==> src/rtl/coin_pkg.sv <==
// Shared types and constants for the Frogger coin spawn sequencer.
package coin_pkg;

  typedef enum logic [2:0] {
    ST_IDLE    = 3'd0,
    ST_WAIT    = 3'd1,
    ST_SPAWN   = 3'd2,
    ST_ACTIVE  = 3'd3,
    ST_COLLECT = 3'd4,
    ST_EXPIRE  = 3'd5
  } coin_state_e;

  // Fibonacci taps for x^8 + x^6 + x^5 + x^4 + 1 (state bits 7,5,4,3).
  localparam logic [7:0]  LFSR_TAPS  = 8'hB8;
  localparam int unsigned COL_W      = 3;
  localparam logic [7:0]  MIN_PERIOD = 8'd32;

  function automatic logic [7:0] lfsr_next(input logic [7:0] s);
    return {s[6:0], ^(s & LFSR_TAPS)};
  endfunction

endpackage

==> src/rtl/sc_coin_lfsr8.sv <==
// 8-bit Fibonacci LFSR used as the coin position/type random source.
module sc_coin_lfsr8
  import coin_pkg::*;
#(
  parameter logic [7:0] SEED = 8'hA5
) (
  input  logic       clk,
  input  logic       rst,
  input  logic       en,
  output logic [7:0] state_o
);

  logic [7:0] state_q, state_d;

  always_comb begin
    state_d = state_q;
    if (en) state_d = lfsr_next(state_q);
  end

  always_ff @(posedge clk) begin
    if (rst) state_q <= SEED;
    else     state_q <= state_d;
  end

  assign state_o = state_q;

endmodule

==> src/rtl/sc_coin_spawn_ctrl.sv <==
// Coin spawn/lifetime/pickup sequencer for the Frogger coin resource.
// Optional difficulty ramp (shrinking spawn period) under SC_COINSPAWN_DIFFICULTY_EN.
module sc_coin_spawn_ctrl
  import coin_pkg::*;
#(
  parameter logic [7:0] SPAWN_PERIOD  = 8'd200,
  parameter logic [7:0] LIFETIME      = 8'd150,
  parameter logic [7:0] LFSR_SEED     = 8'hA5,
  parameter logic [2:0] SCORE_NORMAL  = 3'd1,
  parameter logic [2:0] SCORE_SPECIAL = 3'd5
) (
  input  logic       SC_CoinSpawnCtrl_CLOCK_50,
  input  logic       SC_CoinSpawnCtrl_RESET_InHigh,
  input  logic       SC_CoinSpawnCtrl_start_InHigh,
  input  logic       SC_CoinSpawnCtrl_stop_InHigh,
  input  logic       SC_CoinSpawnCtrl_pause_InHigh,
  input  logic       SC_CoinSpawnCtrl_tick_InHigh,
  input  logic [2:0] SC_CoinSpawnCtrl_frogCol_In,
  input  logic       SC_CoinSpawnCtrl_frogOnRow_InHigh,
  input  logic       SC_CoinSpawnCtrl_coinType_In,
  output logic       SC_CoinSpawnCtrl_regClear_OutLow,
  output logic       SC_CoinSpawnCtrl_regLoad_OutLow,
  output logic       SC_CoinSpawnCtrl_coinValid_OutHigh,
  output logic [2:0] SC_CoinSpawnCtrl_coinCol_Out,
  output logic [2:0] SC_CoinSpawnCtrl_scoreAdd_Out,
  output logic       SC_CoinSpawnCtrl_scoreValid_OutHigh,
  output logic       SC_CoinSpawnCtrl_expired_OutHigh
);

  logic clk, rst;
  assign clk = SC_CoinSpawnCtrl_CLOCK_50;
  assign rst = SC_CoinSpawnCtrl_RESET_InHigh;

  coin_state_e state_q, state_d;
  logic [7:0]  period_q, period_d;
  logic [7:0]  life_q, life_d;
  logic [7:0]  reload_val;

  logic             reg_clear_q, reg_clear_d;
  logic             reg_load_q, reg_load_d;
  logic             coin_valid_q, coin_valid_d;
  logic [COL_W-1:0] coin_col_q, coin_col_d;
  logic [2:0]       score_add_q, score_add_d;
  logic             score_valid_q, score_valid_d;
  logic             expired_q, expired_d;

  logic [7:0] lfsr;
  logic       tick_en;
  logic       pickup;
  logic       unused_lfsr;

  sc_coin_lfsr8 #(
    .SEED (LFSR_SEED)
  ) u_lfsr (
    .clk     (clk),
    .rst     (rst),
    .en      (1'b1),
    .state_o (lfsr)
  );

  assign unused_lfsr = ^lfsr[6:3];

`ifdef SC_COINSPAWN_DIFFICULTY_EN
  logic [7:0] reload_q, reload_d, reload_dec;

  always_comb begin
    reload_dec = (reload_q < (MIN_PERIOD + 8'd16)) ? MIN_PERIOD : (reload_q - 8'd16);
    reload_d   = reload_q;
    if (state_d == ST_IDLE)
      reload_d = SPAWN_PERIOD;
    else if (state_q == ST_ACTIVE && state_d == ST_COLLECT)
      reload_d = reload_dec;
  end

  always_ff @(posedge clk) begin
    if (rst) reload_q <= SPAWN_PERIOD;
    else     reload_q <= reload_d;
  end

  // The decrement lands on COLLECT entry, so the following WAIT already uses it.
  assign reload_val = reload_q;
`else
  assign reload_val = SPAWN_PERIOD;
`endif

  assign tick_en = SC_CoinSpawnCtrl_tick_InHigh & ~SC_CoinSpawnCtrl_pause_InHigh;
  assign pickup  = SC_CoinSpawnCtrl_frogOnRow_InHigh &&
                   (SC_CoinSpawnCtrl_frogCol_In == coin_col_q);

  always_comb begin
    state_d  = state_q;
    period_d = period_q;
    life_d   = life_q;

    case (state_q)
      ST_IDLE: begin
        if (SC_CoinSpawnCtrl_start_InHigh) begin
          state_d  = ST_WAIT;
          period_d = reload_val;
        end
      end
      ST_WAIT: begin
        if (tick_en) begin
          if (period_q == 8'd1) state_d  = ST_SPAWN;
          else                  period_d = period_q - 8'd1;
        end
      end
      ST_SPAWN: begin
        state_d = ST_ACTIVE;
        life_d  = LIFETIME;
      end
      ST_ACTIVE: begin
        if (pickup) begin
          state_d = ST_COLLECT;
        end else if (tick_en) begin
          if (life_q == 8'd1) state_d = ST_EXPIRE;
          else                life_d  = life_q - 8'd1;
        end
      end
      ST_COLLECT: begin
        state_d  = ST_WAIT;
        period_d = reload_val;
      end
      ST_EXPIRE: begin
        state_d  = ST_WAIT;
        period_d = reload_val;
      end
      default: state_d = ST_IDLE;
    endcase

    if (SC_CoinSpawnCtrl_stop_InHigh) state_d = ST_IDLE;
  end

  // Outputs are decoded from the next state so each pulse is registered and
  // coincides with its state; the type strobe is therefore low during SPAWN
  // and the coin-type register holds the new type in the first ACTIVE cycle.
  always_comb begin
    reg_clear_d   = 1'b1;
    reg_load_d    = 1'b1;
    coin_col_d    = coin_col_q;
    coin_valid_d  = (state_d == ST_ACTIVE);
    score_valid_d = (state_d == ST_COLLECT);
    score_add_d   = '0;
    expired_d     = (state_d == ST_EXPIRE);

    if (state_d == ST_SPAWN) begin
      coin_col_d = lfsr[COL_W-1:0];
      if (lfsr[7]) reg_clear_d = 1'b0;
      else         reg_load_d  = 1'b0;
    end else if (state_d == ST_IDLE) begin
      coin_col_d = '0;
    end

    if (state_d == ST_COLLECT)
      score_add_d = SC_CoinSpawnCtrl_coinType_In ? SCORE_NORMAL : SCORE_SPECIAL;
  end

  always_ff @(posedge clk) begin
    if (rst) begin
      state_q       <= ST_IDLE;
      period_q      <= '0;
      life_q        <= '0;
      reg_clear_q   <= 1'b1;
      reg_load_q    <= 1'b1;
      coin_valid_q  <= 1'b0;
      coin_col_q    <= '0;
      score_add_q   <= '0;
      score_valid_q <= 1'b0;
      expired_q     <= 1'b0;
    end else begin
      state_q       <= state_d;
      period_q      <= period_d;
      life_q        <= life_d;
      reg_clear_q   <= reg_clear_d;
      reg_load_q    <= reg_load_d;
      coin_valid_q  <= coin_valid_d;
      coin_col_q    <= coin_col_d;
      score_add_q   <= score_add_d;
      score_valid_q <= score_valid_d;
      expired_q     <= expired_d;
    end
  end

  assign SC_CoinSpawnCtrl_regClear_OutLow    = reg_clear_q;
  assign SC_CoinSpawnCtrl_regLoad_OutLow     = reg_load_q;
  assign SC_CoinSpawnCtrl_coinValid_OutHigh  = coin_valid_q;
  assign SC_CoinSpawnCtrl_coinCol_Out        = coin_col_q;
  assign SC_CoinSpawnCtrl_scoreAdd_Out       = score_add_q;
  assign SC_CoinSpawnCtrl_scoreValid_OutHigh = score_valid_q;
  assign SC_CoinSpawnCtrl_expired_OutHigh    = expired_q;

endmodule
==> config.mk <==
export PLATFORM = sky130hd
export DESIGN_NAME = sc_coin_spawn_ctrl
export DESIGN_NICKNAME = d
export VERILOG_FILES = /design/src/rtl/coin_pkg.sv /design/src/rtl/sc_coin_lfsr8.sv /design/src/rtl/sc_coin_spawn_ctrl.sv
export SDC_FILE = /design/constraint.sdc
export NUM_CORES = 1
export LEC_CHECK = 0
export ABC_AREA = 1
export ABC_CLOCK_PERIOD_IN_PS = 1300
export CORE_UTILIZATION = 56
export CTS_CLUSTER_DIAMETER = 40
export DETAILED_ROUTE_END_ITERATION = 8
export DONT_BUFFER_PORTS = 1
export HOLD_SLACK_MARGIN = 0.05
export PLACE_DENSITY = 0.7
export SYNTH_ARGS = -nofsm -noshare
export SYNTH_HDL_FRONTEND = slang
export SYNTH_SLANG_ARGS = --single-unit
==> constraint.sdc <==
create_clock -name SC_CoinSpawnCtrl_CLOCK_50 -period 1.3 [get_ports SC_CoinSpawnCtrl_CLOCK_50]
set_clock_uncertainty 0.05 [all_clocks]
set_input_delay 0.26 -clock SC_CoinSpawnCtrl_CLOCK_50 [delete_from_list [all_inputs] [get_ports SC_CoinSpawnCtrl_CLOCK_50]]
set_output_delay 0.26 -clock SC_CoinSpawnCtrl_CLOCK_50 [all_outputs]
set_load 0.005 [all_outputs]
**After elaboration in Yosys (flattened, before gate mapping)**

Index checks and enable logic that the tools add are counted.

- Add/subtract/negate cells: 2
- Equality and inequality tests: 18
- Muxes and demuxes: 21
- Bitwise gates (word level): 4
- Reductions and logical operators: 12

Operators by type and width:

| cell | number |
|---|---|
| $mux W8 | 6 |
| $mux W3 | 10 |
| $pmux W8 S3 | 1 |
| $eq A8 B1 Y1 const B | 2 |
| $pmux W8 S2 | 1 |
| $sub A8 B1 Y8 const B | 2 |
| $pmux W3 S5 | 1 |
| $eq A3 B2 Y1 const B | 4 |
| $eq A3 B3 Y1 const B | 4 |
| $ne A2 B2 Y1 const B | 6 |
| $reduce_and A4 Y1 | 2 |
| $reduce_xor A8 Y1 | 1 |
| $logic_not A3 Y1 | 2 |
| $reduce_or A2 Y1 | 3 |
| $reduce_bool A2 Y1 | 2 |
| $eq A3 B1 Y1 const B | 1 |
| $eq A3 B3 Y1 | 1 |
| $not A1 Y1 | 3 |
| $reduce_bool A3 Y1 | 1 |
| $mux W1 | 2 |
| $and A1 B1 Y1 | 1 |
| $logic_and A1 B1 Y1 | 1 |

- Register bits: 38
- Output and inout port bits: 11
- Word-level logic and storage cells: 68

**Logic depth before layout (Yosys ltp)**

Gate-level depths: netlist (run 1).

- Word-level depth: 9
- Mapped depth: 11
- Gate-level depth less buffers: 11

**Modules after synthesis**

From an unflattened synthesis (run 1), not the netlist that was laid out.

- Cells, all modules: 273
- Area total of the unflattened synthesis: 1979.4 µm²

Modules (own cells, without submodules):

| module | instances | cells an instance | area each (µm²) |
|---|---|---|---|
| sc_coin_spawn_ctrl | 1 | 225 | 1641.6 |
| sc_coin_lfsr8 | 1 | 48 | 337.8 |

**Worst setup path after synthesis (run 1)**

OpenSTA, ideal clock, no wires.

- Kind: reg2reg
- Start point: reg period_q[1]
- End point: reg period_q[4]
- Library setup time: 134 ps
- Data arrival time: 1224 ps
- Required time: 1116 ps
- Path slack: -108 ps
- Cell stages (with the launch flop): 10
- Path buffers: 1
- Cells stage by stage: dfxtp_1 -> inv_1 -> ha_1 -> nand3_1 -> o21ai_2 -> a21oi_2 -> buf_6 -> nand2_2 -> o21ai_1 -> a21oi_1

- Longest elaborated chain between the ends: 4
- Elaborated cells on any way between the ends: 7
- Classes of those cells: add/sub (1); eq/ne (2); mux (3); reduce/logical (1)

Ends and longest elaborated chain:

| element | RTL line | source |
|---|---|---|
| start, declared | sc_coin_spawn_ctrl.sv:35 | `logic [7:0] period_q, period_d;` |
| start signal, assigned | sc_coin_spawn_ctrl.sv:172 | `period_q <= period_d;` |
| $sub A8 B1 Y8 | sc_coin_spawn_ctrl.sv:105 | `else period_d = period_q - 8'd1;` |
| $mux W8 | sc_coin_spawn_ctrl.sv:104 | `if (period_q == 8'd1) state_d = ST_SPAWN;` |
| $mux W8 | sc_coin_spawn_ctrl.sv:103 | `if (tick_en) begin` |
| $pmux W8 S3 | sc_coin_spawn_ctrl.sv:95 | `case (state_q)` |

Parallel ways exist; a longest one is shown, timed or not. The select of a mux whose other input is x is not followed.
A chain may end at the register's enable or synchronous reset.

**Worst setup path in the final report (run 1)**

- Start point: reg period_q[1]
- End point: reg coin_col_q[2] (netlist: SC_CoinSpawnCtrl_coinCol_Out[2])

- Longest elaborated chain between the ends: 7
- Elaborated cells on any way between the ends: 9
- Classes of those cells: eq/ne (2); mux (5); reduce/logical (2)

Ends and longest elaborated chain:

| element | RTL line | source |
|---|---|---|
| $eq A8 B1 Y1 (*) | sc_coin_spawn_ctrl.sv:104 |  |
| $mux W3 (*) | sc_coin_spawn_ctrl.sv:104 |  |
| $mux W3 (*) | sc_coin_spawn_ctrl.sv:103 |  |
| $pmux W3 S5 (*) | sc_coin_spawn_ctrl.sv:95 |  |
| $mux W3 (*) | sc_coin_spawn_ctrl.sv:131 | `if (SC_CoinSpawnCtrl_stop_InHigh) state_d = ST_IDLE;` |
| $eq A3 B2 Y1 or $logic_not A3 Y1 (tied branches) | sc_coin_spawn_ctrl.sv:146, sc_coin_spawn_ctrl.sv:150 |  |
| $mux W3 or $reduce_bool A2 Y1 (tied branches) | -- |  |
| end signal, assigned | sc_coin_spawn_ctrl.sv:177 | `coin_col_q <= coin_col_d;` |
| end, declared | sc_coin_spawn_ctrl.sv:42 | `logic [COL_W-1:0] coin_col_q, coin_col_d;` |

Mark *: on every way between the ends. The rest lies on a longest branch, timed or not.

==> out/summary.log, run 1 <==
[outcome] run status complete, but fails checks
[outcome] violations in the final reports negative hold slack, negative setup slack
[worst_setup_path] reg2reg path depth 10
[worst_setup_path] crit path cell chain inv_2, ha_4, inv_2, nor2_2, nand3_2, nand2_2, nand2_2, nor2_4, nand4_1, a21oi_2
[pwr] power share of the combinational group 22.1%
[pwr] total chip power 0.00242 W
[floorplan] die height 60.6 um
[logic_synthesis] Post-Synthesis Cell Area 1920 sq um
[logic_synthesis] area fraction in compound gates after synthesis 10.3%
[placed_design] global placement routability congestion 0.872
[timing] highest attainable clock frequency 670 MHz
[timing] Setup Total Neg Slack -3.09 ns
[floorplan] core area 3150 sq um
[placed_design] pre-CTS setup slack -0.169 ns
[worst_setup_path] type of origin of the critical path flip-flop
[grt] largest net degree at the start of global routing 25
[placed_design] port buffer count 0
[floorplan] Die Footprint 3670 sq um
[floorplan] chip width 60.6 um
[logic_synthesis] part of the Yosys area used for sequential elements 38.6%
[placed_design] number of placed cells counting well taps 319
[pwr] net load switching power 0.000785 W
[pwr] internal cell power 0.00163 W
[route] average detailed-routed wire length per instance 13.9 um
[floorplan] Row Count 20
[worst_setup_path] classification of the worst setup path flip-flop to flip-flop
[final_layout] number of nets in the final layout 308
[worst_setup_path] critical path data arrival time 1.73 ns
[min_path] Hold/Removal Path Class primary input to flip-flop
[timing] clock period minus worst slack 1.49 ns
[logic_synthesis] Cells after Synth 246
[route] drc violations 0
[route] overall routed net length 4690 um
[pwr] PD cells 908 nW/um^2
[final_layout] multi-input logic area 1290 sq um
[route] count of TritonRoute iterations in the first routing pass 4
[clock_network] CTS tree built
[clock_network] # H-tree levels 2
[clock_network] Clock Tree Root clkbuf_4
[final_layout] signed area change from the synthesized netlist to the final layout 38.6%
[logic_synthesis] number of different library cells in the post-synthesis netlist 34
[final_layout] FF/Latch Area 749 sq um
[logic_synthesis] Post-Synth XOR/XNOR Area 4.56%
[pwr] switching share of power 32.5%
[job] max capacitance violation total 0
[timing] max-slew violation total from the final report 0
[final_layout] share of layout cells above drive strength 1 55.1%
[logic_synthesis] combinational family with the most area after synthesis simple AND/OR/NAND/NOR gates
[timing] Min Hold Slack -0.124 ns
[route] overall via count from detail_route 1766
[timing] total of endpoints with negative setup slack in the final report 29
[placed_design] HPWL after DPL 2800 um
[logic_synthesis] average size of a mapped cell 7.81 sq um
[clock_network] clock slew at the register clock pins of the worst setup and hold paths 0.14 ns
[clock_network] # hold bufs at CTS 6
[logic_synthesis] count of state elements after synthesis 37
[route] residual antenna-violating net count after detailed routing 0
[worst_setup_path] endpoint required time on the critical path 1.54 ns
[logic_synthesis] Synthesized Nets 261
[grt] initial antenna violation count 0
[route] Iteration-0 DRC Markers 135
[final_layout] count of filler cells inserted in the layout 180
[worst_setup_path] endpoint type of the worst setup path flip-flop
[timing] RSZ-0062 raised after global routing true
[clock_network] clock sink count 37
[logic_synthesis] post-synthesis adder-cell area fraction 2.61%
[min_path] cell depth of the worst min-delay path 1
[grt] number of global-route vias before repair 1652
[logic_synthesis] post-synthesis simple-gate area fraction 34.5%
[logic_synthesis] Warnings, synthesis 0
[pwr] sequential group share of total power 50.0%
[floorplan] Top-Level Pins 22
[clock_network] Clock Tree Buf Depth 2
[worst_setup_path] Critical Path Max Stage Delay 0.35 ns
[grt] total gr overflow 0
[grt] wire length of the first global-routing pass 6940 um
[final_layout] # diodes 0
[pwr] Lkg Pwr 1.17 nW
[final_layout] non-filler cells, final 338
[timing] final clock period utilization by the worst path 115%
[floorplan] effective utilization at floorplan 60.9%
[grt] Total GRT Usage 26.0%
[clock_network] number of clock buffers inserted by TritonCTS 5
[pwr] VDD IR-drop max 1000 uV
[timing] number of failing hold endpoints at the final stage 21
[pwr] Clk network pwr share 27.9%
[worst_setup_path] maximum fanout along the worst path 3
[logic_synthesis] portion of netlist area occupied by mux cells 0%
[route] routed vias/inst 5.22
[timing] setup slack after layout -0.194 ns
[clock_network] insertion delay to the later sink of the worst-skew pair 0.37 ns
[worst_setup_path] cell with the largest stage delay on the worst path dfxtp_2
==> what timing repair did <==
action                                  in CTS  in global routing
pin swaps                                   22                 10
endpoints found under the setup margin      28                 31
setup buffers                                4                  2
cloned                                       1                  0
resized for setup                           39                 34
hold endpoints to repair                    26                 21
==> flip-flops by register name (all words and copies together) (netlist names), 2 cells and up <==
name	cells
life_q	8
period_q	8
u_lfsr.state_o	8
SC_CoinSpawnCtrl_coinCol_Out	3
state_q	3
SC_CoinSpawnCtrl_scoreAdd_Out	2
==> worst max-delay path: cells and delay by family, from the launching register on <==
family                     cells  cell delay, ns
DFF                            1            0.35
buffers and inverters          2            0.13
and+or+nand+nor                6            0.56
adders and majority gates      1            0.16
AOI/OAI and AO/OA              1            0.17
==> synth_stat cells <==
library cell | number | area, sq um
a21oi_1 | 15 | 75.1
a21oi_2 | 3 | 26.3
a31oi_1 | 1 | 6.26
buf_4 | 1 | 7.51
buf_6 | 1 | 11.3
clkbuf_1 | 2 | 7.51
clkinv_2 | 1 | 5.00
conb_1 | 1 | 3.75
dfxtp_1 | 37 | 741
ha_1 | 4 | 50.1
inv_1 | 27 | 101
inv_2 | 12 | 45.0
nand2_1 | 33 | 124
nand2_2 | 13 | 81.3
nand2_4 | 5 | 56.3
nand3_1 | 9 | 45.0
nand3_2 | 6 | 60.1
nand3b_1 | 1 | 7.51
nand4_1 | 4 | 25.0
nor2_1 | 25 | 93.8
nor2_2 | 2 | 12.5
nor2_4 | 7 | 78.8
nor3_1 | 2 | 10.0
nor3_2 | 3 | 30.0
nor3b_1 | 1 | 7.51
nor3b_2 | 1 | 12.5
o21ai_0 | 4 | 20.0
o21ai_1 | 8 | 40.0
o21ai_2 | 1 | 8.76
o22ai_1 | 1 | 6.26
o31ai_1 | 2 | 15.0
or2_2 | 3 | 18.8
xnor2_1 | 2 | 17.5
xor2_1 | 8 | 70.1
==> metrics by stage <==
stage	util [%]	hold slack, ns	area (sq um)
6_report	84.4	-0.124	2660
3_5_place_dp	70.4	0.278	2220
5_1_grt	84.4	-0.145	2660
2_1_floorplan	-	0.280	1940
4_1_cts	79.6	-0.118	2510
3_3_place_gp	70.4	0.277	2220
==> metal layers <==
| layer | share of wire (%) | up-vias | track usage (%) |
|---|---|---|---|
| met5 | 0 | - | 0 |
| met4 | 2.1 | 0 | 11.0 |
| met3 | 5.1 | 12 | 6.40 |
| met2 | 52 | 57 | 46.8 |
| met1 | 41 | 830 | 29.0 |
| li1 | - | 867 | - |
==> power by group through the flow <==
| stage | Combinational (W) | Clock [W] | Sequential, W |
|---|---|---|---|
| finish | 0.000534 | 0.000674 | 0.00121 |
| global route | 0.000573 | 0.000726 | 0.00121 |
| CTS | 0.000421 | 0.000664 | 0.00121 |
| detailed placement | 0.000352 | 0 | 0.00123 |
| global placement | 0.000346 | 0 | 0.00123 |
| floorplan | 0.000250 | 0 | 0.00123 |
==> layout make-up <==
| type | instances | area share (%) |
|---|---|---|
| clock inverters | 3 | 0.940 |
| multi-input cells | 166 | 48.4 |
| clock buffers | 5 | 1.41 |
| flip-flops and latches | 37 | 28.1 |
| well taps | 44 | 2.07 |
| repair buffers | 43 | 13.0 |
| inverters | 40 | 6.02 |
==> path summary, 6_finish.rpt <==
| kind | from | endpoint | slack [ns] |
|---|---|---|---|
| hold / removal | SC_CoinSpawnCtrl_RESET_InHigh | period_q[6] | -0.12 |
| setup / recovery | period_q[1] | SC_CoinSpawnCtrl_coinCol_Out[2] | -0.19 |
| setup reg to reg | period_q[1] | SC_CoinSpawnCtrl_coinCol_Out[2] | -0.19 |
| hold reg to reg | u_lfsr.state_o[6] | u_lfsr.state_o[7] | 0.37 |
==> layout by cell type, fill, tap and decap left out, types with 2 or more instances in the layout <==
master / instances
nand3_2: 7
nand3_4: 3
nand2_2: 16
nor2_4: 9
o21ai_2: 6
xor2_1: 6
or2_2: 3
nand2_1: 23
nor2_1: 18
o21ai_0: 3
nand2_4: 13
nand4_1: 4
dfxtp_1: 30
xnor2_1: 2
dfxtp_2: 7
buf_6: 3
xor2_2: 2
dlygate4sd3_1: 5
inv_2: 16
a21oi_1: 4
nand3_1: 5
buf_4: 35
a21oi_2: 14
nor2_2: 7
nor3_2: 4
ha_4: 3
clkbuf_4: 5
inv_1: 22
o21ai_1: 3
==> cell families after synthesis <==
family | Yosys count
flip-flops | 37
AO/OA/AOI/OAI | 35
XOR/XNOR | 10
buffers and inverters | 44
other | 1
AND/OR/NAND/NOR | 115
adder cells (fa/ha/maj) | 4
Note: power is estimated with default switching activity, not from simulation.
==> inputs of run 2 (changes only) <==
--- a/config.mk
+++ b/config.mk
@@ -6,7 +6,6 @@
 export NUM_CORES = 1
 export LEC_CHECK = 0
 export ABC_AREA = 1
-export ABC_CLOCK_PERIOD_IN_PS = 1300
 export CORE_UTILIZATION = 56
 export CTS_CLUSTER_DIAMETER = 40
 export DETAILED_ROUTE_END_ITERATION = 8
@@ -15,4 +14,5 @@
 export PLACE_DENSITY = 0.7
 export SYNTH_ARGS = -nofsm -noshare
 export SYNTH_HDL_FRONTEND = slang
+export SYNTH_HIERARCHICAL = 1
 export SYNTH_SLANG_ARGS = --single-unit
==> out/summary.log, run 2 <==
[grt] initial antenna violation count 0 [unchanged]
[worst_setup_path] minimum setup slack among reg-to-reg paths -0.30 ns [was -0.19 ns]
[route] overall via count from detail_route 2028 [was 1766]
[logic_synthesis] post-synthesis async set-or-reset flop share 0% [unchanged]
[job] max capacitance violation total 0 [unchanged]
[clock_network] number of clock buffers inserted by TritonCTS 5 [unchanged]
[floorplan] die height 61.5 um [was 60.6 um]
[route] average detailed-routed wire length per instance 15.4 um [was 13.9 um]
[route] overall routed net length 5880 um [was 4690 um]
[worst_setup_path] type of origin of the critical path flip-flop [unchanged]
[worst_setup_path] endpoint type of the worst setup path flip-flop [unchanged]
[timing] Min Hold Slack 0.0629 ns [was -0.124 ns]
[logic_synthesis] Warnings, synthesis 6 [was 0]
[worst_setup_path] worst r2r dst SC_CoinSpawnCtrl_coinCol_Out[0] [was SC_CoinSpawnCtrl_coinCol_Out[2]]
[pwr] total chip power 0.00279 W [was 0.00242 W]
[pwr] VDD IR-drop max 959 uV [was 1000 uV]
[final_layout] share of layout cells above drive strength 1 47.2% [was 55.1%]
[final_layout] # diodes 0 [unchanged]
[worst_setup_path] critical path data arrival time 1.84 ns [was 1.73 ns]
[placed_design] global placement routability congestion 0.823 [was 0.872]
[route] residual antenna-violating net count after detailed routing 0 [unchanged]
[floorplan] chip width 61.5 um [was 60.6 um]
[clock_network] insertion delay to the later sink of the worst-skew pair 0.35 ns [was 0.37 ns]
[logic_synthesis] number of different library cells in the post-synthesis netlist 31 [was 34]
[logic_synthesis] count of state elements after synthesis 37 [unchanged]
[timing] clock period minus worst slack 1.60 ns [was 1.49 ns]
[pwr] PD cells 968 nW/um^2 [was 908 nW/um^2]
[worst_setup_path] classification of the worst setup path flip-flop to flip-flop [unchanged]
[placed_design] port buffer count 0 [unchanged]
[clock_network] CTS tree built [unchanged]
[route] Iteration-0 DRC Markers 157 [was 135]
[floorplan] Top-Level Pins 22 [unchanged]
[final_layout] commonest non-fill, non-tap cell in the layout nand2_1 [was buf_4]
[placed_design] pre-CTS setup slack -0.189 ns [was -0.169 ns]
[placed_design] HPWL after DPL 3090 um [was 2800 um]
[grt] Total GRT Usage 25.9% [was 26.0%]
[timing] highest attainable clock frequency 626 MHz [was 670 MHz]
[route] count of TritonRoute iterations in the first routing pass 5 [was 4]
[timing] setup slack after layout -0.298 ns [was -0.194 ns]
[clock_network] Clock Tree Root clkbuf_4 [unchanged]
[timing] total of endpoints with negative setup slack in the final report 31 [was 29]
[floorplan] effective utilization at floorplan 58.9% [was 60.9%]
[worst_setup_path] startpoint of the worst-slack reg-to-reg timing path life_q[1] [was period_q[1]]
[min_path] startpoint of the lowest-slack hold path SC_CoinSpawnCtrl_RESET_InHigh [unchanged]
[worst_setup_path] maximum fanout along the worst path 4 [was 3]
[outcome] run status complete, but fails checks [unchanged]
[logic_synthesis] Cells after Synth 273 [was 246]
[logic_synthesis] average size of a mapped cell 7.25 sq um [was 7.81 sq um]
[logic_synthesis] largest cells by area after synthesis dfxtp_1 (37%), nand2_1 (11%), inv_1 (6.8%) [was dfxtp_1 (39%), nand2_1 (6.4%), inv_1 (5.3%)]
[worst_setup_path] reg2reg path depth 11 [was 10]
[final_layout] leading cell types in the layout, fill and taps excluded nand2_1 (42), buf_4 (41), inv_1 (27) [was buf_4 (35), dfxtp_1 (30), nand2_1 (23)]
[clock_network] clock slew at the register clock pins of the worst setup and hold paths 0.13 ns [was 0.14 ns]
[grt] total gr overflow 0 [unchanged]
[final_layout] signed area change from the synthesized netlist to the final layout 45.6% [was 38.6%]
[grt] largest net degree at the start of global routing 24 [was 25]
[clock_network] clock sink count 37 [unchanged]
[logic_synthesis] Post-Synthesis Cell Area 1980 sq um [was 1920 sq um]
[logic_synthesis] cell taking the most area after synthesis dfxtp_1 [unchanged]
[grt] wire length of the first global-routing pass 7180 um [was 6940 um]
[logic_synthesis] number of flops mapped to enable cells by yosys 0 [unchanged]
[outcome] violations in the final reports negative setup slack [was negative hold slack, negative setup slack]
[min_path] hold path endpoint u_lfsr/state_o[4] [was period_q[6]]
[floorplan] Die Footprint 3780 sq um [was 3670 sq um]
[final_layout] number of nets in the final layout 349 [was 308]
[logic_synthesis] part of the Yosys area used for sequential elements 37.4% [was 38.6%]
[logic_synthesis] Commonest cells post-synth nand2_1 (56), dfxtp_1 (37), inv_1 (36) [was dfxtp_1 (37), nand2_1 (33), inv_1 (27)]
[timing] number of failing hold endpoints at the final stage 0 [was 21]
[timing] final clock period utilization by the worst path 123% [was 115%]
[route] routed vias/inst 5.32 [was 5.22]
[grt] number of global-route vias before repair 1742 [was 1652]
[clock_network] Clock Tree Buf Depth 2 [unchanged]
[logic_synthesis] most common cell in the synthesized netlist nand2_1 [was dfxtp_1]
[floorplan] core area 3360 sq um [was 3150 sq um]
[logic_synthesis] proportion of netlist area held by the largest area contributor 37.4% [was 38.6%]
[clock_network] # H-tree levels 2 [unchanged]
[pwr] Lkg Pwr 1.33 nW [was 1.17 nW]
[min_path] cell depth of the worst min-delay path 3 [was 1]
[worst_setup_path] endpoint required time on the critical path 1.54 ns [about the same]
[logic_synthesis] main flop type after synthesis dfxtp_1 [unchanged]
[timing] max-slew violation total from the final report 0 [unchanged]
[min_path] Hold/Removal Path Class primary input to flip-flop [unchanged]
[floorplan] Row Count 21 [was 20]
[timing] RSZ-0062 raised after global routing true [unchanged]
[final_layout] utilization after layout 85.7% [was 84.4%]
[route] drc violations 0 [unchanged]
[run 2: changes by cell type after synthesis, sizes merged, moves of 2 or more]
cell	change
a21oi	+6
inv	+6
nand3	+10
or2	-3
xnor2	-2
nor3b	-2
nor2	-4
nand2	+14
xor2	+2
o21ai	+2
[run 2: cell type report]
type / instances / area (sq um)
multi-input combinational: 190 / 1300
sequential: 37 / 761
fill: 194 / 480
timing repair buffer: 55 / 477
inverter: 45 / 181
clock inverter: 3 / 68.8
tap: 46 / 57.6
clock buffer: 5 / 37.5
[run 2: kinds of logic (layout without fill, tap and decap cells)]
kind of cell    count (synthesis)  in the layout  synth area share [%]
fa+ha+maj                       4              4                  2.53
buf+inv                        49            108                  10.4
xor+xnor                       10             10                  4.42
compound gates                 41             41                  11.7
simple gates                  130            131                  33.2
flops                          37             37                  37.4
other cells                     2              4                 0.379
[run 2: routing by layer]
layer	GRT usage [%]	vias to the layer above	wire length, um
met4	8.57	0	158
met2	48.3	63	3090
met1	29.7	964	2420
met5	0	-	0
met3	4.83	18	209
li1	-	983	-
[run 2: critical path: stages (launching register included)]
cell and delay, ns:
dfxtp_2 0.36, inv_2 0.05, ha_4 0.15, inv_2 0.07, nor2_4 0.04, nand3_2 0.09, nand3_1 0.11, nand3_2 0.10
nand2_2 0.13, nor2_2 0.21, nand3_2 0.10, nand2_1 0.09
[run 2: per-stage QoR]
step	instances	cell area, sq um	setup TNS (ns)
2_1_floorplan	275	2040	-0.530
3_3_place_gp	357	2380	-2.02
3_5_place_dp	357	2380	-2.34
4_1_cts	373	2660	-2.50
5_1_grt	381	2880	-7.61
6_report	381	2880	-5.26
[run 2: what timing repair did]
action / in CTS / in global routing
endpoints found under the hold margin: 28 / 23
pin swaps: 9 / 27
setup buffers: 3 / 6
endpoints found under the setup margin: 29 / 32
cloned: 0 / 1
resized for setup: 31 / 45
hold buffers: 5 / 1
[run 2: how the worst max path moves through the flow]
stage | startpoint | endpoint | slack [ns] | depth (start not counted)
after floorplan | period_q[1] | SC_CoinSpawnCtrl_regLoad_OutLow | -0.12 | 11
after global placement | SC_CoinSpawnCtrl_coinCol_Out[1] | SC_CoinSpawnCtrl_coinCol_Out[0] | -0.16 | 11
after detailed placement | period_q[0] | SC_CoinSpawnCtrl_regClear_OutLow | -0.19 | 10
after CTS | period_q[0] | SC_CoinSpawnCtrl_regClear_OutLow | -0.16 | 8
after global routing | life_q[2] | SC_CoinSpawnCtrl_coinCol_Out[0] | -0.35 | 10
final | life_q[1] | SC_CoinSpawnCtrl_coinCol_Out[0] | -0.30 | 11
[run 2: report_power, final]
part / internal, W / total, W / switching, W
registers: 0.00118 / 0.00122 / 0.0000383
logic: 0.000222 / 0.000530 / 0.000307
clock network: 0.000605 / 0.00104 / 0.000437
total: 0.00201 / 0.00279 / 0.000783
==> RTL edit, RTL diff (settings of run 1) <==
Build with the macro `SC_COINSPAWN_DIFFICULTY_EN` defined.
--- a/src/rtl/sc_coin_spawn_ctrl.sv
+++ b/src/rtl/sc_coin_spawn_ctrl.sv
@@ -1,5 +1,7 @@
 // Coin spawn/lifetime/pickup sequencer for the Frogger coin resource.
 // Optional difficulty ramp (shrinking spawn period) under SC_COINSPAWN_DIFFICULTY_EN.
+`define SC_COINSPAWN_DIFFICULTY_EN
+
 module sc_coin_spawn_ctrl
   import coin_pkg::*;
 #(
Check against the original RTL: same outputs for any inputs over 10 cycles, from zero or initial values and one cycle with SC_CoinSpawnCtrl_RESET_InHigh high; that may be too few to reach the edited logic, so the function may still have changed.
==> RTL edit against run 1 <==
The run ends with setup timing left. Total power increased by 39%. Sequential share of layout area decreased by 4.7 points. Wire length increased by 71%. Die area increased by 25%. Setup slack got worse by 0.33 ns. Count of clock-buffer cells in the layout unchanged. Sequential cell count increased by 5. Critical path depth increased by 1. Area after synthesis increased by 26%. Final area increased by 38%. Via count increased by 47%. Critical path type unchanged.
==> RTL edit: results (changes against run 1) <==
[global_routing]
gr-usage-met2_pct = 53.0  ; +6.2 points
grtUsageTotal_pct = 30.2  ; +4.2 points
grt_max_degree = 18  ; -28%
use_met3_pct = 6.59  ; +0.19 points

[placement]
pre_cts_slack_ns = -0.284  ; -0.115 ns
gp_congestion = 0.829  ; -4.9%

[synthesis]
ys_top_cells_by_area = dfxtp_1 (35%), nand2_1 (9.6%), inv_1 (5.4%), nor2_1 (5.4%), nand2_4 (4.7%)
synth_fa_ha_area_share_pct = 3.11  ; +0.51 points
ys_types = 42  ; +24%
yosysSeqAreaShare_pct = 34.9  ; -3.7 points
synth_xor_area_share_pct = 3.27  ; -1.3 points

[clock_network]
cts_root_buf = clkbuf_8
postCtsSetupRepairBufs = 6  ; +2
clk_pin_slew_ns = 0.09  ; -0.05 ns

[timing]
finalSetupViolCount = 34  ; +17%
setup_tns_ns = -11.11  ; -8.02 ns
fin_ws_ns = -0.528  ; -0.334 ns

[pwr]
static-leakage-power_nw = 1.72  ; +47%
ir_drop_v = 0.000887  ; -11%
pg_seq_mw = 1.37  ; +13%
intPower_mw = 2.41  ; +48%

[status]
violations = setup timing
status = finished with violations

[routing]
routed_wl_um = 8010  ; +71%
wl_met3_um = 412  ; +72%

[final_layout]
layout.nets = 420  ; +36%

## RTL edit: cell types whose count changed after synthesis, moves of 3 or more
cell	run 1	this run
nand2_4	5	10
dfxtp_1	37	42
nand4_1	4	8
nand3_1	9	13
nand3_4	0	3
o21ai_1	8	0
nand2_1	33	62
o21ai_0	4	11
nor2_2	2	5
nand2_2	13	8
inv_1	27	35
nor2_1	25	35
## RTL edit: metrics by stage
| stage | cells | util [%] | hold slack, ns | power, mW |
|---|---|---|---|---|
| 3_3_place_gp | 419 | 71.9 | 0.277 | 1.83 |
| 3_5_place_dp | 419 | 71.9 | 0.279 | 1.84 |
| 5_1_grt | 454 | 90.4 | 0.120 | 3.47 |
| 2_1_floorplan | 320 | - | 0.280 | 1.70 |
| 4_1_cts | 443 | 83.3 | 0.0820 | 3.18 |
| 6_report | 454 | 90.4 | 0.119 | 3.36 |
## RTL edit: cell type report
| cell class | count | area (µm²) | share of cell area [%] |
|---|---|---|---|
| inverter | 49 | 214 | 5.83 |
| multi-input combinational | 227 | 1740 | 47.6 |
| clock buffer | 5 | 68.8 | 1.88 |
| sequential | 42 | 861 | 23.5 |
| timing repair buffer | 78 | 648 | 17.7 |
| clock inverter | 3 | 68.8 | 1.88 |
| tap | 50 | 62.6 | 1.71 |
## RTL edit: path summary, 6_finish.rpt
check / from / endpoint / slack [ns] / cells after the start
max: life_q[1] / reload_q[4] / -0.53 / 11
min: SC_CoinSpawnCtrl_stop_InHigh / SC_CoinSpawnCtrl_scoreAdd_Out[0] / 0.12 / 3
max reg2reg: life_q[1] / reload_q[4] / -0.53 / 11
min reg2reg: u_lfsr.state_o[6] / u_lfsr.state_o[7] / 0.37 / 1
